==> src/rtl/uart_rx_fifo.sv <==
`default_nettype none
// ============================================================================
// Module      : uart_rx_fifo
// Description : Receive FIFO behind a UART receiver. It pushes one byte on each
//               rising edge of byte_ready_i and provides a first-word-fall-through
//               read port with a sticky overflow flag.
// Revision    : 1.0 - initial release
// ============================================================================
module uart_rx_fifo #(
    parameter int DEPTH = 16
) (
    input  logic                     clk_i,
    input  logic                     rst_ni,
    input  logic [7:0]               byte_i,
    input  logic                     byte_ready_i,
    input  logic                     rd_en_i,
    input  logic                     clr_ovf_i,
    output logic [7:0]               data_o,
    output logic                     empty_o,
    output logic                     full_o,
    output logic [$clog2(DEPTH):0]   count_o,
    output logic                     overflow_o
);

    localparam int ADDR_W = $clog2(DEPTH);
    localparam int CNT_W  = ADDR_W + 1;
    localparam logic [CNT_W-1:0] C_DEPTH = CNT_W'(DEPTH);

    logic [7:0]        r_mem [DEPTH];
    logic [ADDR_W-1:0] r_wr_ptr;
    logic [ADDR_W-1:0] r_rd_ptr;
    logic [CNT_W-1:0]  r_count;
    logic              r_ready_q;
    logic              r_ovf;

    logic w_push_evt;
    logic w_empty;
    logic w_full;
    logic w_pop;
    logic w_push;
    logic w_drop;

    assign w_empty    = (r_count == '0);
    assign w_full     = (r_count == C_DEPTH);
    assign w_push_evt = byte_ready_i & ~r_ready_q;
    assign w_pop      = rd_en_i & ~w_empty;
    // A full FIFO still accepts a push when a pop frees a slot in the same cycle.
    assign w_push     = w_push_evt & (~w_full | w_pop);
    assign w_drop     = w_push_evt & w_full & ~w_pop;

    always_ff @(posedge clk_i or negedge rst_ni) begin
        if (!rst_ni) begin
            r_ready_q <= 1'b1;
            r_wr_ptr  <= '0;
            r_rd_ptr  <= '0;
            r_count   <= '0;
            r_ovf     <= 1'b0;
        end else begin
            r_ready_q <= byte_ready_i;
            if (w_push) begin
                r_wr_ptr <= r_wr_ptr + 1'b1;
            end
            if (w_pop) begin
                r_rd_ptr <= r_rd_ptr + 1'b1;
            end
            if (w_push && !w_pop) begin
                r_count <= r_count + 1'b1;
            end else if (w_pop && !w_push) begin
                r_count <= r_count - 1'b1;
            end
            // Setting the flag takes priority over a simultaneous clear.
            if (w_drop) begin
                r_ovf <= 1'b1;
            end else if (clr_ovf_i) begin
                r_ovf <= 1'b0;
            end
        end
    end

    always_ff @(posedge clk_i) begin
        if (w_push) begin
            r_mem[r_wr_ptr] <= byte_i;
        end
    end

    assign data_o     = r_mem[r_rd_ptr];
    assign empty_o    = w_empty;
    assign full_o     = w_full;
    assign count_o    = r_count;
    assign overflow_o = r_ovf;

endmodule
`default_nettype wire

==> config.mk <==
export PLATFORM = sky130hd
export DESIGN_NAME = uart_rx_fifo
export DESIGN_NICKNAME = d
export VERILOG_FILES = /design/src/rtl/uart_rx_fifo.sv
export SDC_FILE = /design/constraint.sdc
export NUM_CORES = 1
export LEC_CHECK = 0
export BUFFER_PORTS_ARGS = -buffer_cell sky130_fd_sc_hd__buf_2
export CAP_MARGIN = 20
export CORE_ASPECT_RATIO = 0.8
export CORE_MARGIN = 5
export CORE_UTILIZATION = 61
export CTS_CLUSTER_SIZE = 25
export DETAILED_ROUTE_END_ITERATION = 8
export PLACE_DENSITY = 0.88
export RECOVER_POWER = 100
export SLEW_MARGIN = 10
export SYNTH_ARGS = -nofsm -noshare
export SYNTH_HDL_FRONTEND = slang
export SYNTH_SLANG_ARGS = --single-unit
==> constraint.sdc <==
create_clock -name clk_i -period 3.79 [get_ports clk_i]
set_input_delay 0.758 -clock clk_i [delete_from_list [all_inputs] [get_ports clk_i]]
set_output_delay 0.758 -clock clk_i [all_outputs]
set_load 0.005 [all_outputs]
# After elaboration in Yosys (flattened, before gate mapping)
# Memories as Yosys holds them, arrays and structs flattened.
# Index checks and enable logic that the tools add are counted.
[classes]
n_reduce_logical = 7
eq_ne = 1
shift = 0
mul = 0
bitwise_logic = 10
n_div = 0
add_sub_neg = 4
mux = 6
n_lt_le_gt_ge = 0
[op_table]
columns = ["op", "count"]
rows = [
  ["$mux 5", 2],
  ["$add 4x1->4 const B", 2],
  ["$add 5x1->5 const B", 1],
  ["$and 1x1->1", 5],
  ["$eq 5x5->1 const B", 1],
  ["$logic_not 5->1", 1],
  ["$sub 5x1->5 const B", 1],
  ["$mux 1", 4],
  ["$not 1->1", 4],
  ["$reduce_bool 2->1", 2],
  ["$logic_and 1x1->1", 2],
  ["$logic_not 1->1", 2],
  ["$or 1x1->1", 1],
]
[word_totals]
input_bits = 13
wordCells = 34
latchBits = 0
reg_bits = 15
mem_bits_rw = 128
mem_count = 1
rom_bits = 0
[mem_list]
columns = ["memory", "depth", "width", "rd", "rd_ports_with_merged_regs", "wr", "line_no", "rtl"]
rows = [
  ["r_mem", 16, 8, 1, 0, 1, "29", "logic [7:0] r_mem [DEPTH];"],
]

# Depth between registers and ports, before layout
# Gate-level depths: netlist of the first run.
[logic_depth]
word_depth = 9
depth_mapped = 10

# Worst setup path before layout of the first run
# No wires, ideal clock.
[synth_timing]
path_type = "register to register"
startpoint = "register r_count[1] (netlist: count_o[1])"
endpoint = "register r_count[4] (netlist: count_o[4])"
path_stages_with_launch = 11
period_less_slack_ns = 2.652
required_ns = 3.710
setup_slack_ns = 1.138
path_buffers = 0
arrival_time_ns = 2.572
path_cell_list = "dfrtp_1 -> or4_4 -> o21a_1 -> inv_2 -> ha_1 -> inv_1 -> fa_1 -> a21o_1 -> a21oi_1 -> mux2i_1 -> xnor2_1"
[synth_via]
elab_chain_len = 8
elab_cells_between_ends = 16
classes_between = "add/sub (2); eq/ne (1); mux (2); bitwise (5); reduce/logical (6)"
[synth_lines]
columns = ["element", "line_no", "rtl"]
rows = [
  ["start, declared", "32", "logic [CNT_W-1:0] r_count;"],
  ["start signal, assigned", "67", "r_count <= r_count + 1'b1;"],
  ["start signal, assigned", "69", "r_count <= r_count - 1'b1;"],
  ["$logic_not 5->1", "43", "assign w_empty = (r_count == '0);"],
  ["$not 1->1", "46", "assign w_pop = rd_en_i & ~w_empty;"],
  ["$and 1x1->1", "46", ""],
  ["$or 1x1->1", "48", "assign w_push = w_push_evt & (~w_full | w_pop);"],
  ["$and 1x1->1", "48", ""],
  ["$logic_not 1->1", "68", "end else if (w_pop && !w_push) begin"],
  ["$logic_and 1x1->1", "68", ""],
  ["$reduce_bool 2->1 (no source line)", "--", ""],
]
# Several ways; a longest one is shown, not always the timed one. The select of a mux whose other input is x is not followed.
# A chain may end at the register's enable or synchronous reset.

# Final worst setup path of the first run
[layout_timing]
startpoint = "register r_rd_ptr[2]"
endpoint = "output data_o[4]"
[layout_via]
elab_chain_len = 1
[layout_lines]
columns = ["element", "line_no", "rtl"]
rows = [
  ["start, declared", "31", "logic [ADDR_W-1:0] r_rd_ptr;"],
  ["start signal, assigned", "64", "r_rd_ptr <= r_rd_ptr + 1'b1;"],
  ["$mem_v2 16x8", "--", ""],
  ["end, declared", "18", "output logic [7:0] data_o,"],
]
# Every way passes these cells.

==> results.md, run 1 <==
- Hold_ws: approximately 0.43 ns
- Clk sink count: 143
- Port Buffer Count: 28
- Final core utilization: 0.699
- Hold WC Path Type: in -> async
- Root buffer cell: clkbuf_16
- Horiz. Die Dim: between 100 and 150 um
- Number of global-route vias before repair: roughly 3100
- VDD IR-drop max: around 460 uV
- Worst setup EP type: output port
- ANT cells: 0
- Largest net degree at the start of global routing: 52
- Syn nets: roughly 350
- Final #Nets: approximately 390
- Area growth syn-to-layout: 13.1%
- Final worst slack: between 0.4 and 0.5 ns
- Hold-fix buffers, CTS: 0
- Reg2Reg Launch Point: count_o[0]
- Final Max Tran Viols: 0
- Final antenna-violating net count: 0
- Grt ovf: 0
- Worst EP arrival: between 2 and 3 ns
- Achievable frequency: slightly below 300 MHz
- # DRC: 0
- Buf/Inv on CP: 1
- Max H-tree Level: 4
- Num CTS Buffers: 17
- Cts repair resizes: 0
- Syn Area/Cell: ~18 sq um
- Synthesized cell area: around 5900 sq um
- Layout cells sized above 1: 0.165
- Final Setup Violations: 0
- EDFF count, synth: ~130
- Static leakage: around 2.3 nW
- Most common cell after layout, fill and taps aside: edfxtp_1
- Ys async rst share: 0.105
- Tightest Pin Transition: 1.04 ns
- Rows: 32
- Fin crit share: 0.889
- Iter 0 DRT Violations: roughly 350
- Area of the multi-input gates: 1480 sq um
- Reg clk slew, reported paths: ~0.060 ns
- Type of the worst setup path: reg -> out
- Detailed Routing Iterations Pass 1: 5
- Initial antenna violation count: 0
- Total Routing Usage GR: 0.212
- Clk_skew: approximately 0.0083 ns
- CTS tree: done
- First-pass GRT wire length: about 18 mm
- RSZ-0062 raised after global routing: false
- Area after DPL: slightly above 6000 sq um
- Max_slew headroom: 0.306
- CTS Buffer Depth: 2
- Seq/Total Area, Yosys: 0.717
- Wire per inst: around 23 um
- Setup_tns: 0 ns
- R2R depth: 9
- R2r setup slk: between 0.7 and 0.8 ns
- Main synth FF type: edfxtp_1
- Dpl hpwl: roughly 7.4 mm
- Inst Count DP: around 460
- Worst skew pair latency: ~0.42 ns
- Final min period: about 3.4 ns
- Via Count: 3111
- Worst R2R End: count_o[4]
- Synth warn: 0
- Status: completed
- DIE HEIGHT: about 100 um
- Hold Vio Cnt, Final: 0
- CP max FO: 16
- Most frequent cells in the layout: 128 x edfxtp_1, 33 x mux2i_1, 17 x nand2_1, 17 x clkbuf_16
- Max-cap viol count: 0
- Pre-CTS setup slack: 0.905 ns
- Power per cell area: 776 nW/um^2
- CP Cell Sequence: nor2b_1 > a221oi_1 > a22oi_1 > nand2_1 > clkbuf_1
- # IOs: 29
- Syn Inst Count: approximately 330
- Register bit total from synthesis: between 100 and 150
- Critical Path Slowest Stage Cell: nor2b_1
- FF+latch area: ~4200 sq um
- Total Routed Length: roughly 11 mm
- Number of distinct library cells after synthesis: 39
- Placer Congestion: 0.793
- Worst setup SP type: flip-flop
- Critical path required time: 3.03 ns
- Initial Util: 0.618
- Worst path max stage delay: 0.87 ns
- Design Area, Final: approximately 6700 sq um
- FILL cells: between 500 and 600
- Delay-heaviest family, CP: simple AND/OR/NAND/NOR gates
- Die ar.: roughly 12000 sq um
- Post-DR vias/cell: about 6.3
- Placeable Area: 9530 sq um
- Non-filler cells, final: between 400 and 500
- Post-CTS Setup Inserts: 0
- Overall power: slightly above 5 mW
[per-layer routing]
layer / track usage / vias up / part of all wire
met3: 0.0701 / 17 / 0.084
met4: 0.0502 / 0 / 0.011
li1: - / 1370 / -
met5: 0 / - / 0
met1: 0.305 / 1537 / 0.43
met2: 0.321 / 187 / 0.48
[worst max path at each step]
stage	from	endpoint	slack (ns)	cells past startpoint
2_1_floorplan	count_o[1]	count_o[4]	1.14	10
3_3_place_gp	count_o[1]	count_o[4]	0.97	10
3_5_place_dp	r_rd_ptr[2]	data_o[4]	0.91	5
4_1_cts	r_rd_ptr[2]	data_o[4]	0.41	5
5_1_grt	r_rd_ptr[2]	data_o[4]	0.25	5
6_report	r_rd_ptr[2]	data_o[4]	0.42	5
[power by group]
group          total, mW  switching [mW]  internal (mW)
combinational       1.42           0.800          0.622
clock               1.74           0.593           1.15
sequential          2.00           0.134           1.87
[final cells by class]
class,count,area share
tap,119,0.0224
inverter,11,0.00620
clock buffer,17,0.0639
sequential,143,0.634
timing repair buffer,30,0.0222
clock inverter,14,0.0297
multi-input combinational,160,0.222
[synthesized netlist by cell type (2+ instances only)]
cell | instances | area, sq um
nor2_1 | 7 | 26.3
buf_6 | 7 | 78.8
buf_4 | 4 | 30.0
nand2_1 | 17 | 63.8
mux4_2 | 16 | 360
edfxtp_1 | 128 | 3840
mux2i_1 | 33 | 330
dfrtp_1 | 14 | 350
o21ai_0 | 11 | 55.1
a21oi_1 | 2 | 10.0
a221oi_1 | 15 | 131
a21o_1 | 2 | 15.0
ha_1 | 9 | 113
clkbuf_1 | 3 | 11.3
a22oi_1 | 8 | 60.1
and2_1 | 13 | 81.3
xnor2_1 | 9 | 78.8
inv_1 | 10 | 37.5
[sequential cells by signal, summed over array words and instances, names as in the netlist]
| name | count |
|---|---|
| r_wr_ptr | 4 |
| overflow_o | 1 |
| r_rd_ptr | 4 |
| count_o | 5 |
| r_ready_q | 1 |
| r_mem | 128 |
[cell families (layout without fill, tap and decap cells)]
| group | after synthesis | in the layout | share of synthesized area |
|---|---|---|---|
| flip-flops | 143 | 143 | 0.717 |
| multiplexers | 50 | 50 | 0.119 |
| XOR/XNOR | 10 | 10 | 0.0149 |
| buffers and inverters | 26 | 72 | 0.0283 |
| AO/OA/AOI/OAI | 42 | 42 | 0.0546 |
| adder cells (fa/ha/maj) | 10 | 10 | 0.0225 |
| AND/OR/NAND/NOR | 48 | 48 | 0.0438 |
[worst reg2reg max path, cell delays in order, from the launching register on]
cell     delay, ns
dfrtp_1       0.46
nor4_1        0.45
a31oi_1       0.43
ha_1          0.37
inv_1         0.17
ha_1          0.31
a21o_1        0.19
a21oi_1       0.18
mux2i_1       0.27
xnor2_1       0.14
(Power assumes the default switching activity.)
==> run 2, diff against run 1 <==
==> constraint.sdc (replaced) <==
create_clock -name clk_i -period 3.79 [get_ports clk_i]
set_input_delay 0.1895 -clock clk_i [delete_from_list [all_inputs] [get_ports clk_i]]
set_output_delay 0.1895 -clock clk_i [all_outputs]
set_load 0.005 [all_outputs]
==> run 2 against run 1 <==
Net effect: clock-buffer cell count increased by 1; core utilization decreased by 0.12 points; sequential share of layout area increased by 0.11 points; critical path type unchanged; sequential power increased by 5%; hold slack got worse by 0.35 ns; power decreased by 1.7%; clock power decreased by 7%.
==> results.md, run 2 (synthesis results as in run 1) <==
- CTS Buffer Depth: 2
- Total Routed Length: 11.8 mm
- Rows: 32
- Top reg by flops: r_mem
- Die ar.: around 12000 sq um
- R2r setup slk: 0.84 ns
- Reg clk slew, reported paths: 0.06 ns
- CTS tree: done
- Pre-CTS setup slack: 1.02 ns
- Max_slew headroom: 0.351
- Max-cap viol count: 0
- Clk_skew: roughly 0.0080 ns
- Static leakage: between 2 and 2.5 nW
- Final #Nets: 390
- Critical path required time: 3.60 ns
- M1 GR Usage: 0.295
- Iter 0 DRT Violations: between 300 and 400
- DIE HEIGHT: around 98 um
- Status: completed
- Final antenna-violating net count: 0
- Layout cells sized above 1: 0.182
- Inst Count DP: 464
- Fin crit share: 0.851
- Cts repair resizes: 0
- Area growth syn-to-layout: 12.9%
- R2R depth: 9
- Max reg flops: between 100 and 150
- VDD IR-drop max: roughly 440 uV
- WHS Endpoint: overflow_o
- Final Max Tran Viols: 0
- Number of global-route vias before repair: between 3000 and 4000
- Final worst slack: 0.563 ns
- Via Count: 3105
- Port Buffer Count: 28
- First-pass GRT wire length: ~18 mm
- Hold WC Path Type: in -> reg
- Reg2Reg Launch Point: count_o[0]
- Worst skew pair latency: slightly above 0.4 ns
- Root buffer cell: clkbuf_16
- Area of the multi-input gates: roughly 1500 sq um
- Max H-tree Level: 4
- Clk sink count: 143
- # IOs: 29
- Setup_tns: 0 ns
- Design Area, Final: 6650 sq um
- Detailed Routing Iterations Pass 1: 5
- Hold Startpoint: rd_en_i
- Placeable Area: 9530 sq um
- Hold_ws: 0.0785 ns
- # DRC: 0
- Final min period: ~3.2 ns
- ANT cells: 0
- FF+latch area: 4220 sq um
- Wire per inst: ~24 um
- Final Setup Violations: 0
- Worst setup SP type: flip-flop
- Num CTS Buffers: 17
- Initial Util: 0.618
- Most common cell after layout, fill and taps aside: edfxtp_1
- Worst EP arrival: between 3 and 4 ns
- Achievable frequency: between 300 and 400 MHz
- Dpl hpwl: 6.92 mm
- Initial antenna violation count: 0
- Worst setup EP type: output port
- Type of the worst setup path: reg -> out
- Tightest Pin Transition: 0.969 ns
- Worst Hold Path Cells: 4
- FILL cells: roughly 580
- Met3 Track Usage GR: 0.0533
- Non-filler cells, final: ~500
- Horiz. Die Dim: ~120 um
- RSZ-0062 raised after global routing: false
- Power per cell area: approximately 760 nW/um^2
- Grt ovf: 0
- Met2 usage: 0.328
- Area after DPL: slightly above 6000 sq um
- Most frequent cells in the layout: 128 x edfxtp_1, 33 x mux2i_1, 17 x nand2_1, 17 x clkbuf_16, 16 x mux4_2
- Post-DR vias/cell: about 6.2
- Largest net degree at the start of global routing: 26
- Placer Congestion: around 0.79
- Hold Vio Cnt, Final: 0
- Worst R2R End: count_o[4]
- Most Crowded Layer GR: met2
- CP max FO: 25
- Total Routing Usage GR: 0.213
## run 2: changes by cell type in the layout (fill, tap and decap cells not counted)
| cell | delta |
|---|---|
| buf_12 | -1 |
| buf_2 | +2 |
| buf_4 | +1 |
| bufinv_16 | -3 |
| clkbuf_1 | -1 |
| clkbuf_2 | +1 |
| clkinv_1 | -4 |
| clkinv_2 | -2 |
| clkinv_4 | +3 |
| clkinvlp_4 | +3 |
| dlygate4sd3_1 | +3 |
| inv_6 | +3 |
## run 2: what timing repair did
item / 4_1_cts / 5_1_grt
hold endpoints to repair: 17 / 0
hold buffers: 3 / 0
setup buffers: 0 / 0
## run 2: layout make-up
type	count	share of cell area
Multi-Input combinational cell	160	0.222
Tap cell	119	0.0224
Clock buffer	18	0.0646
Sequential cell	143	0.635
Timing Repair Buffer	34	0.0260
Clock inverter	14	0.0237
Inverter	11	0.00621
## run 2: how the worst max path moves through the flow
stage / to / cells after the start / startpoint
after floorplan: count_o[4] / 10 / count_o[1]
after global placement: count_o[4] / 10 / count_o[0]
after detailed placement: count_o[4] / 10 / count_o[0]
after CTS: data_o[5] / 5 / r_rd_ptr[0]
after global routing: data_o[5] / 6 / r_rd_ptr[0]
final: data_o[5] / 5 / r_rd_ptr[0]
## run 2: report_power, final
group / total (mW) / switching, mW / internal [mW]
clock network: 1.62 / 0.644 / 0.977
registers: 2.11 / 0.241 / 1.87
logic: 1.35 / 0.729 / 0.624
total: 5.08 / 1.61 / 3.47
## run 2: critical path: stages, from the launching register on
cell      delay (ns)
dfrtp_2         0.82
clkbuf_2        0.66
mux4_2          0.65
a22oi_1         0.21
nand2_1         0.12
buf_2           0.14
## run 2: stage by stage
step	utilization	total power, mW
finish	0.698	5.08
global route	0.698	5.31
CTS	0.702	5.12
detailed placement	0.638	3.47
global placement	0.638	3.40
floorplan	-	3.09
## run 2: routing by layer
layer | up-vias | part of all wire | wire length [um]
li1 | 1372 | - | -
met1 | 1556 | 0.40 | 4680
met2 | 152 | 0.49 | 5810
met3 | 25 | 0.085 | 1000
met4 | 0 | 0.024 | 278
met5 | - | 0 | 0
==> run 3, diff against run 2 <==
- ABC_AREA: unset -> 1
- CTS_CLUSTER_DIAMETER: unset -> 120
==> run 3 against run 2 <==
Net effect: the flow now finishes with violations (max-capacitance violations, max-slew violations); largest power group unchanged; largest cell class unchanged; area after synthesis rose by 9.1%; clock skew fell by 0.00075 ns; critical path depth rose by 3; via count rose by 47%.
==> results.md, run 3 <==
- Status: finished, violations left
- Failing checks: max-capacitance violations, max-slew violations
- Number of global-route vias before repair: 4441
- DIE HEIGHT: just over 100 um
- Fin crit share: 0.791
- # IOs: 29
- Post-synthesis xor/xnor area fraction: 0.00546
- Final #Nets: about 700
- Final worst slack: between 0.7 and 0.8 ns
- Synthesized cell area: 6420 sq um
- CTS Buffer Depth: 2
- Grt ovf: 0
- Clk_skew: roughly 0.0073 ns
- Top post-synthesis cells by area: edfxtp_1 60%, nand2_1 14%, dfrtp_1 5.5%, nand3_1 4.1%, inv_1 4.0%
- Worst skew pair latency: 0.42 ns
- Final min period: between 2 and 3 ns
- Port Buffer Count: 28
- Clk sink count: ~140
- Layout cells sized above 1: 0.0711
- Yosys top cell by area: edfxtp_1
- Syn nets: 660
- Num CTS Buffers: 17
- Wire per inst: 17.4 um
- Final antenna-violating net count: 0
- Number of distinct library cells after synthesis: 27
- Max_slew headroom: -0.0811
- EDFF count, synth: ~130
- Buf/Inv on CP: 2
- Area growth syn-to-layout: 11.4%
- Reg clk slew, reported paths: ~0.050 ns
- Post-DR vias/cell: between 5 and 6
- CP Cell Sequence: clkbuf_2 > nand2_1 > nand3_2 > nand2_1 > nor2_1 > nand2_1 > nand2_1 > buf_2
- Final Max Tran Viols: between 80 and 90
- Hold Startpoint: rd_en_i
- Synth Area in Adders: 0.0207
- Max-cap viol count: 1
- Total Routing Usage GR: 0.238
- Achievable frequency: 333 MHz
- Synth Area in Simple Gates: 0.248
- Most frequent cells in the layout: 241 x nand2_1, 128 x edfxtp_1, 68 x inv_1
- Worst path max stage delay: 1.16 ns
- Synth warn: 0
- FILL cells: approximately 720
- Worst EP arrival: 2.81 ns
- Largest family of logic cells by synthesized area: simple AND/OR/NAND/NOR gates
- Mux cell area share after synthesis: 0
- Top-count cell post-synth: nand2_1
- Syn Inst Count: 637
- Final core utilization: 0.696
- Yosys top cell area share: 0.599
- Top reg by flops: r_mem
- Initial Util: 0.625
- Type of the worst setup path: reg -> out
- Commonest cells post-synth: 241 x nand2_1, 128 x edfxtp_1, 68 x inv_1, 54 x nor2_1, 52 x nand3_1
- Die ar.: between 10000 and 15000 sq um
- Power per cell area: between 700 and 800 nW/um^2
- # DRC: 0
- Largest net degree at the start of global routing: between 80 and 90
- CP dominant cell by count: nand2_1
- Seq/Total Area, Yosys: 0.657
- Ys async rst share: 0.105
- Initial antenna violation count: 0
- RSZ-0062 raised after global routing: false
- Inst Count DP: roughly 800
- R2R depth: 13
- Final Setup Violations: 0
- Worst R2R End: count_o[4]
- Delay-heaviest family, CP: buffers and inverters
- Worst Hold Path Cells: 3
- Most common cell after layout, fill and taps aside: nand2_1
- Design Area, Final: between 7000 and 8000 sq um
- Horiz. Die Dim: 125 um
- Max H-tree Level: 4
- Max reg flops: around 130
- R2r setup slk: 0.89 ns
- Rows: 33
- Cts repair resizes: 0
- Critical path required time: approximately 3.6 ns
- Setup_tns: 0 ns
- Tightest Pin Transition: about 1.6 ns
- CP max FO: 82
- Worst setup SP type: flip-flop
- Area after DPL: between 6000 and 7000 sq um
- Placer Congestion: about 0.86
- Total Routed Length: between 10 and 15 mm
- Syn Area/Cell: roughly 10 sq um
- Critical Path Slowest Stage Cell: clkbuf_2
- ANT cells: 0
- Root buffer cell: clkbuf_16
- Static leakage: roughly 3.0 nW
- Placeable Area: 10300 sq um
- Reg2Reg Launch Point: count_o[3]
- Non-filler cells, final: ~830
- Hold Vio Cnt, Final: 0
- Worst setup EP type: output port
- Main synth FF type: edfxtp_1
- VDD IR-drop max: about 430 uV
- WHS Endpoint: r_rd_ptr[3]
- Via Count: roughly 4600
- CTS tree: done
- Hold WC Path Type: in -> reg
- Dpl hpwl: between 8 and 9 mm
- Detailed Routing Iterations Pass 1: 5
- Register bit total from synthesis: about 140
- Compound-Gate Fraction of Synth Area: 0.00390
- First-pass GRT wire length: 22.8 mm
- Pre-CTS setup slack: between 0.9 and 1 ns
- Iter 0 DRT Violations: approximately 520
[run 3: changes by cell type after synthesis, sizes merged, moves of 16 or more]
cell	change
a221oi	-16
nor2	+48
mux4	-16
mux2i	-33
inv	+61
nand2	+225
nand3	+61
nor3	+16
[run 3: logic make-up (layout without fill, tap and decap cells)]
family | Yosys count | in the layout
AO/OA/AOI/OAI | 5 | 5
adder cells (fa/ha/maj) | 10 | 10
flip-flops | 143 | 143
AND/OR/NAND/NOR | 378 | 378
XOR/XNOR | 4 | 4
buffers and inverters | 97 | 149
[run 3: metrics by stage]
step	hold slack (ns)	power [mW]
final	0.0985	5.12
after global routing	0.110	5.41
after CTS	0.0706	5.11
after detailed placement	0.114	3.71
after global placement	0.106	3.60
after floorplan	-0.106	3.19
[run 3: what timing repair did]
action | CTS | global route
endpoints found under the hold margin | 17 | 0
hold buffers | 3 | 0
buffers inserted | 0 | 0
[run 3: how the worst max path moves through the flow]
stage | slack, ns | from | cells past startpoint | endpoint
2_1_floorplan | 1.59 | count_o[1] | 14 | count_o[4]
3_3_place_gp | 1.22 | count_o[3] | 13 | count_o[4]
3_5_place_dp | 1.0 | count_o[3] | 13 | count_o[4]
4_1_cts | 1.00 | count_o[3] | 13 | count_o[4]
5_1_grt | 0.55 | r_rd_ptr[0] | 8 | data_o[6]
6_report | 0.79 | r_rd_ptr[0] | 8 | data_o[1]
[run 3: final cells by class]
cell class / instances / area, sq um / area share
flip-flops and latches: 143 / 4220 / 0.590
multi-input cells: 397 / 1790 / 0.250
clock buffers: 19 / 433 / 0.0605
inverters: 73 / 274 / 0.0383
repair buffers: 47 / 210 / 0.0294
well taps: 140 / 175 / 0.0245
clock inverters: 10 / 51.3 / 0.00717
[run 3: worst register-to-register path, stage by stage (launching register included)]
cell and delay, ns:
dfrtp_1 0.42, nor2_1 0.27, nand4_1 0.25, nand2_1 0.56, inv_1 0.12, ha_1 0.24
inv_1 0.15, ha_1 0.30, nand2_1 0.12, nand3_1 0.10, nand3_1 0.10, nand2_1 0.06
nand2_1 0.05, nand2_1 0.05
[run 3: power breakdown]
group	total [mW]	switching (mW)	internal, mW	leakage, nW
combinational	1.76	1.24	0.519	1.44
clock	1.40	0.595	0.808	0.230
sequential	1.96	0.111	1.85	1.34
total	5.12	1.95	3.17	3.00
[run 3: layer usage]
| metal | vias up | GRT usage | part of all wire |
|---|---|---|---|
| li1 | 2147 | - | - |
| met4 | 0 | 0.106 | 0.024 |
| met1 | 2129 | 0.305 | 0.40 |
| met3 | 38 | 0.0643 | 0.090 |
| met2 | 262 | 0.388 | 0.48 |
| met5 | - | 0 | 0 |
